==> src/rtl/switch_event_encoder_if.sv <==
// Event handshake between the switch encoder (master) and its consumer (slave).
interface switch_event_encoder_if;
  logic       evt_valid;
  logic       evt_ready;
  logic [1:0] evt_idx;
  logic       evt_level;

  modport master (output evt_valid, output evt_idx, output evt_level, input evt_ready);
  modport slave  (input evt_valid, input evt_idx, input evt_level, output evt_ready);
endinterface

==> src/rtl/switch_event_encoder.sv <==
// Debounces three raw staircase switches, keeps lamp = XOR of the settled levels,
// and reports each settled toggle as an (index, level) event over valid/ready.
module switch_event_encoder #(
  parameter int DEB_CYCLES = 4,
  parameter int CNT_W      = 3
) (
  input  logic                   clk,
  input  logic                   rst,
  input  logic [2:0]             s_raw,
  switch_event_encoder_if.master evt,
  output logic [2:0]             sw_state,
  output logic                   lamp,
  output logic                   overflow
);

  typedef enum logic {IDLE, PRESENT} state_t;

  state_t           state;
  logic [2:0]       sync1, sync2;
  logic [CNT_W-1:0] cnt [3];
  logic [2:0]       pending;
  logic [2:0]       fire;
  logic [2:0]       next_sw;
  logic [2:0]       pick;
  logic [1:0]       pick_idx;
  logic [2:0]       take;

  // A bit settles once it has disagreed for DEB_CYCLES consecutive synced cycles.
  always_comb begin
    fire = '0;
    for (int i = 0; i < 3; i++) begin
      fire[i] = (sync2[i] != sw_state[i]) && (cnt[i] == CNT_W'(DEB_CYCLES - 1));
    end
  end

  assign next_sw = sw_state ^ fire;

  // Lowest pending switch wins: S1 before S2 before S3.
  always_comb begin
    pick     = 3'b000;
    pick_idx = 2'd0;
    if (pending[0]) begin
      pick     = 3'b001;
      pick_idx = 2'd1;
    end else if (pending[1]) begin
      pick     = 3'b010;
      pick_idx = 2'd2;
    end else if (pending[2]) begin
      pick     = 3'b100;
      pick_idx = 2'd3;
    end
  end

  assign take = (state == IDLE) ? pick : 3'b000;

  always_ff @(posedge clk or posedge rst) begin
    if (rst) begin
      sync1         <= '0;
      sync2         <= '0;
      for (int i = 0; i < 3; i++) cnt[i] <= '0;
      sw_state      <= '0;
      lamp          <= 1'b0;
      overflow      <= 1'b0;
      pending       <= '0;
      state         <= IDLE;
      evt.evt_valid <= 1'b0;
      evt.evt_idx   <= 2'd0;
      evt.evt_level <= 1'b0;
    end else begin
      // stage: two-flop synchroniser
      sync1 <= s_raw;
      sync2 <= sync1;

      // stage: debounce and settled state
      for (int i = 0; i < 3; i++) begin
        if ((sync2[i] == sw_state[i]) || fire[i]) cnt[i] <= '0;
        else                                      cnt[i] <= cnt[i] + 1'b1;
      end
      sw_state <= next_sw;
      lamp     <= ^next_sw;
      if (|(fire & pending)) overflow <= 1'b1;
      // A fresh toggle outranks the clear from the event being loaded this edge.
      pending  <= (pending & ~take) | fire;

      // stage: event presentation
      case (state)
        IDLE: begin
          if (|pending) begin
            state         <= PRESENT;
            evt.evt_valid <= 1'b1;
            evt.evt_idx   <= pick_idx;
            evt.evt_level <= |(sw_state & pick);
          end
        end
        PRESENT: begin
          if (evt.evt_ready) begin
            state         <= IDLE;
            evt.evt_valid <= 1'b0;
            evt.evt_idx   <= 2'd0;
            evt.evt_level <= 1'b0;
          end
        end
      endcase
    end
  end

endmodule

==> src/flat_wrapper.sv <==
// flat-port wrapper written by rule: the top's interface ports become plain ports
module switch_event_encoder_flat 
#(
  parameter int DEB_CYCLES = 4,
  parameter int CNT_W      = 3
)
  (clk, rst, s_raw, sw_state, lamp, overflow, evt_evt_valid, evt_evt_idx, evt_evt_level, evt_evt_ready);
  switch_event_encoder_if evt_i ();
  input  logic clk;
  input  logic rst;
  input  logic [2:0] s_raw;
  output logic [2:0] sw_state;
  output logic lamp;
  output logic overflow;
  output wire logic [$bits(evt_i.evt_valid)-1:0] evt_evt_valid;
  output wire logic [$bits(evt_i.evt_idx)-1:0] evt_evt_idx;
  output wire logic [$bits(evt_i.evt_level)-1:0] evt_evt_level;
  input wire logic [$bits(evt_i.evt_ready)-1:0] evt_evt_ready;
  assign evt_evt_valid = evt_i.evt_valid;
  assign evt_evt_idx = evt_i.evt_idx;
  assign evt_evt_level = evt_i.evt_level;
  assign evt_i.evt_ready = evt_evt_ready;
  switch_event_encoder #(.DEB_CYCLES(DEB_CYCLES), .CNT_W(CNT_W)) u_core (.clk(clk), .rst(rst), .s_raw(s_raw), .evt(evt_i), .sw_state(sw_state), .lamp(lamp), .overflow(overflow));
endmodule
==> config.mk <==
export PLATFORM = sky130hd
export DESIGN_NAME = switch_event_encoder_flat
export DESIGN_NICKNAME = d
export VERILOG_FILES = /design/src/rtl/switch_event_encoder_if.sv /design/src/rtl/switch_event_encoder.sv /design/src/flat_wrapper.sv
export SDC_FILE = /design/constraint.sdc
export NUM_CORES = 1
export LEC_CHECK = 0
export BUFFER_PORTS_ARGS = -buffer_cell sky130_fd_sc_hd__buf_2
export CORE_UTILIZATION = 30
export CTS_BUF_LIST = sky130_fd_sc_hd__clkbuf_4
export DETAILED_ROUTE_END_ITERATION = 16
export GPL_TIMING_DRIVEN = 0
export HOLD_SLACK_MARGIN = 0.03
export PLACE_DENSITY = 0.57
export RECOVER_POWER = 100
export REMOVE_ABC_BUFFERS = 1
export SYNTH_ARGS = -nofsm -noshare
export SYNTH_HDL_FRONTEND = slang
export SYNTH_SLANG_ARGS = --single-unit
export TNS_END_PERCENT = 30
==> constraint.sdc <==
create_clock -name clk -period 2.15 [get_ports clk]
set_input_delay 0 -clock clk [delete_from_list [all_inputs] [get_ports clk]]
set_output_delay 0 -clock clk [all_outputs]
set_load 0.1 [all_outputs]
==> results.py <==
metrics = {
    "grt": {
        "grt_max_degree": 29,
        "grt_pass1_wl_mm": 3.19,
        "grt_pass1_vias": 747,
        "track_usage_pct": 10.0,
        "antenna_found_initial": 0,
        "grt_remaining_overflow": 0,
    },
    "sta": {
        "slew-limit-headroom_pct": 22.5,
        "fin_crit_sh_pct": 76.9,
        "fmax_mhz": 605,
        "worst_clock_skew_ns": 0.0114,
        "rsz0062_at_grt": "false",
        "worstMarginPinSlew_ns": 1.17,
        "setup_tns_ns": 0,
        "setup_viol": 0,
        "fin_crit_ns": 1.65,
        "slew_viol_final": 0,
        "hold_viol": 0,
    },
    "yosys": {
        "ys_warn_count": 0,
        "ys_types": 25,
        "ys_top_cells_by_area": "dfrtp_1 (62%), ha_1 (6.6%), nor2_1 (3.3%)",
        "ys_ff_latch": 28,
        "avgSynthCellArea_um2": 11.9,
        "syn_inst": 95,
        "synth_top_area_cell": "dfrtp_1",
        "ys_seq_area_share_pct": 61.9,
        "synth_area_mm2": 0.00113,
        "synth_top_area_share_pct": 61.9,
    },
    "routing": {
        "wirelength_mm": 1.71,
        "drc_errors": 0,
        "via_per_inst": 4.41,
        "dr.pass1.iters": 4,
        "drt-initial-drc-count": 46,
        "num_vias": 706,
        "wl_per_cell_um": 10.7,
        "ant_nets": 0,
    },
    "clock_network": {
        "cts-root-buf": "clkbuf_4",
        "cts_buffer_depth": 2,
        "cts.clk_slew.worst_paths_ns": 0.14,
        "htreeDepth": 1,
        "worstSkewPairLatency_ns": 0.31,
        "numCtsBuffers": 3,
        "cts_tree": "done",
        "clock-sinks": 28,
    },
    "floorplanning": {
        "die_h_um": 63.4,
        "core_mm2": 0.00347,
        "ioPinCount": 15,
        "die_area_mm2": 0.00402,
        "rows": 21,
        "dieWidth_um": 63.4,
        "start_util_pct": 32.6,
    },
    "final_layout": {
        "areaGrowthSynthToFinish_pct": 14.7,
        "num_antenna_cells": 0,
        "nets": 128,
        "drive_above_1_share_pct": 7.89,
    },
    "critical_path": {
        "worstPathMaxFanout": 4,
        "crit_path_end_kind": "flop",
        "startpoint_type": "flop",
        "critPathKind": "reg -> reg",
        "critPathRequiredTime_ns": 2.34,
        "arrival_ns": 1.85,
    },
    "placement": {
        "hpwl_mm": 1.22,
        "globalplace.congestion": 0.645,
        "port_buffers": 14,
    },
    "flow_run": {
        "cap_violations": 0,
    },
    "run_status": {
        "status": "finished, final reports clean",
    },
    "hold_path": {
        "hp-class": "in -> reg",
    },
}
## registers in the layout, summed over array words and instances, names as in the netlist, 2 cells and up
name and count:
u_core.cnt 9, u_core.sync2 3, u_core.sw_state 3, u_core.evt.evt_idx 2
u_core.pending 3, u_core.sync1 3
## area by class of cell
class                           count  area (um2)
Sequential cell                    28         701
Clock buffer                        3        22.5
Tap cell                           46        57.6
Timing Repair Buffer               19         109
Multi-Input combinational cell     55         375
Inverter                            9        33.8
Fill cell                         366        2170
## cells by family (layout without fill, tap and decap cells)
logic type,count (synthesis),in the layout,share of synthesized area [%]
simple gates,30,30,12.7
flops,28,28,61.9
compound gates,13,13,7.74
buf+inv,12,31,4.31
fa+ha+maj,6,6,6.63
xor+xnor,4,4,4.42
mux,2,2,2.32
## critical path, cell delays in order (launching register included)
cell,delay (ns)
dfrtp_1,0.41
ha_1,0.20
ha_1,0.22
mux2_1,0.36
xor3_1,0.35
## metrics by stage
step	worst slack [ns]	area (um2)	hold slack, ns	instances	utilization [%]
2_1_floorplan	0.359	1120	0.0314	92	-
3_3_place_gp	0.554	1240	0.109	152	35.9
3_5_place_dp	0.550	1240	0.110	152	35.9
4_1_cts	0.519	1320	0.295	160	38.0
5_1_grt	0.418	1300	0.290	160	37.4
6_report	0.498	1300	0.311	160	37.4
## routing by layer
metal	vias up	part of all wire [%]	track usage, %
li1	354	-	-
met1	336	47	13.5
met2	14	48	16.0
met3	2	4.3	1.99
met4	0	0.70	3.41
met5	-	0	0
## final timing paths
path / start / end / slack [ns] / cells after the start
setup / recovery: u_core.cnt[3] / u_core.lamp / 0.50 / 4
setup reg to reg: u_core.cnt[3] / u_core.lamp / 0.50 / 4
max in group asynchronous: rst / u_core.cnt[8] / 1.07 / 3
min in group asynchronous: rst / u_core.sync2[2] / 0.46 / 3
hold / removal: s_raw[2] / u_core.sync1[2] / 0.31 / 2
hold reg to reg: u_core.sync1[0] / u_core.sync2[0] / 0.36 / 0
## placed cells by master (no fill, tap or decap), types with 3 or more instances in the layout
master | netlist | final
a21oi_1 | 4 | 4
dfrtp_1 | 28 | 28
o21ai_0 | 2 | 3
clkbuf_1 | 0 | 9
nand3_1 | 3 | 3
nor2_1 | 10 | 10
buf_2 | 3 | 5
ha_1 | 6 | 6
nand2_1 | 7 | 7
xor2_1 | 3 | 3
inv_1 | 9 | 9
nand2b_1 | 4 | 4
clkbuf_4 | 0 | 3
dlygate4sd3_1 | 0 | 5
## cells in the mapped netlist
library cell	count
a21oi_1	4
a2bb2oi_1	1
nand3b_1	1
dfrtp_1	28
o21ai_2	1
nand2b_2	1
o21ai_0	2
inv_1	9
a22o_1	1
mux2_2	1
nand2b_1	4
nor4_1	2
nand3_1	3
xor3_1	1
nor2_1	10
o31ai_1	2
buf_2	3
a221o_1	1
xor2_1	3
nor2b_1	1
ha_1	6
mux2_4	1
nand2_1	7
a31oi_1	1
nor3_1	1
## what timing repair did
action                    in CTS  in global routing
resized for setup              0                  0
hold endpoints to repair      35                  0
setup buffers                  0                  0
hold buffers                   5                  0
Power is not shown: default switching activity piles up to over one toggle a cycle in this logic, so the estimate is an artifact.
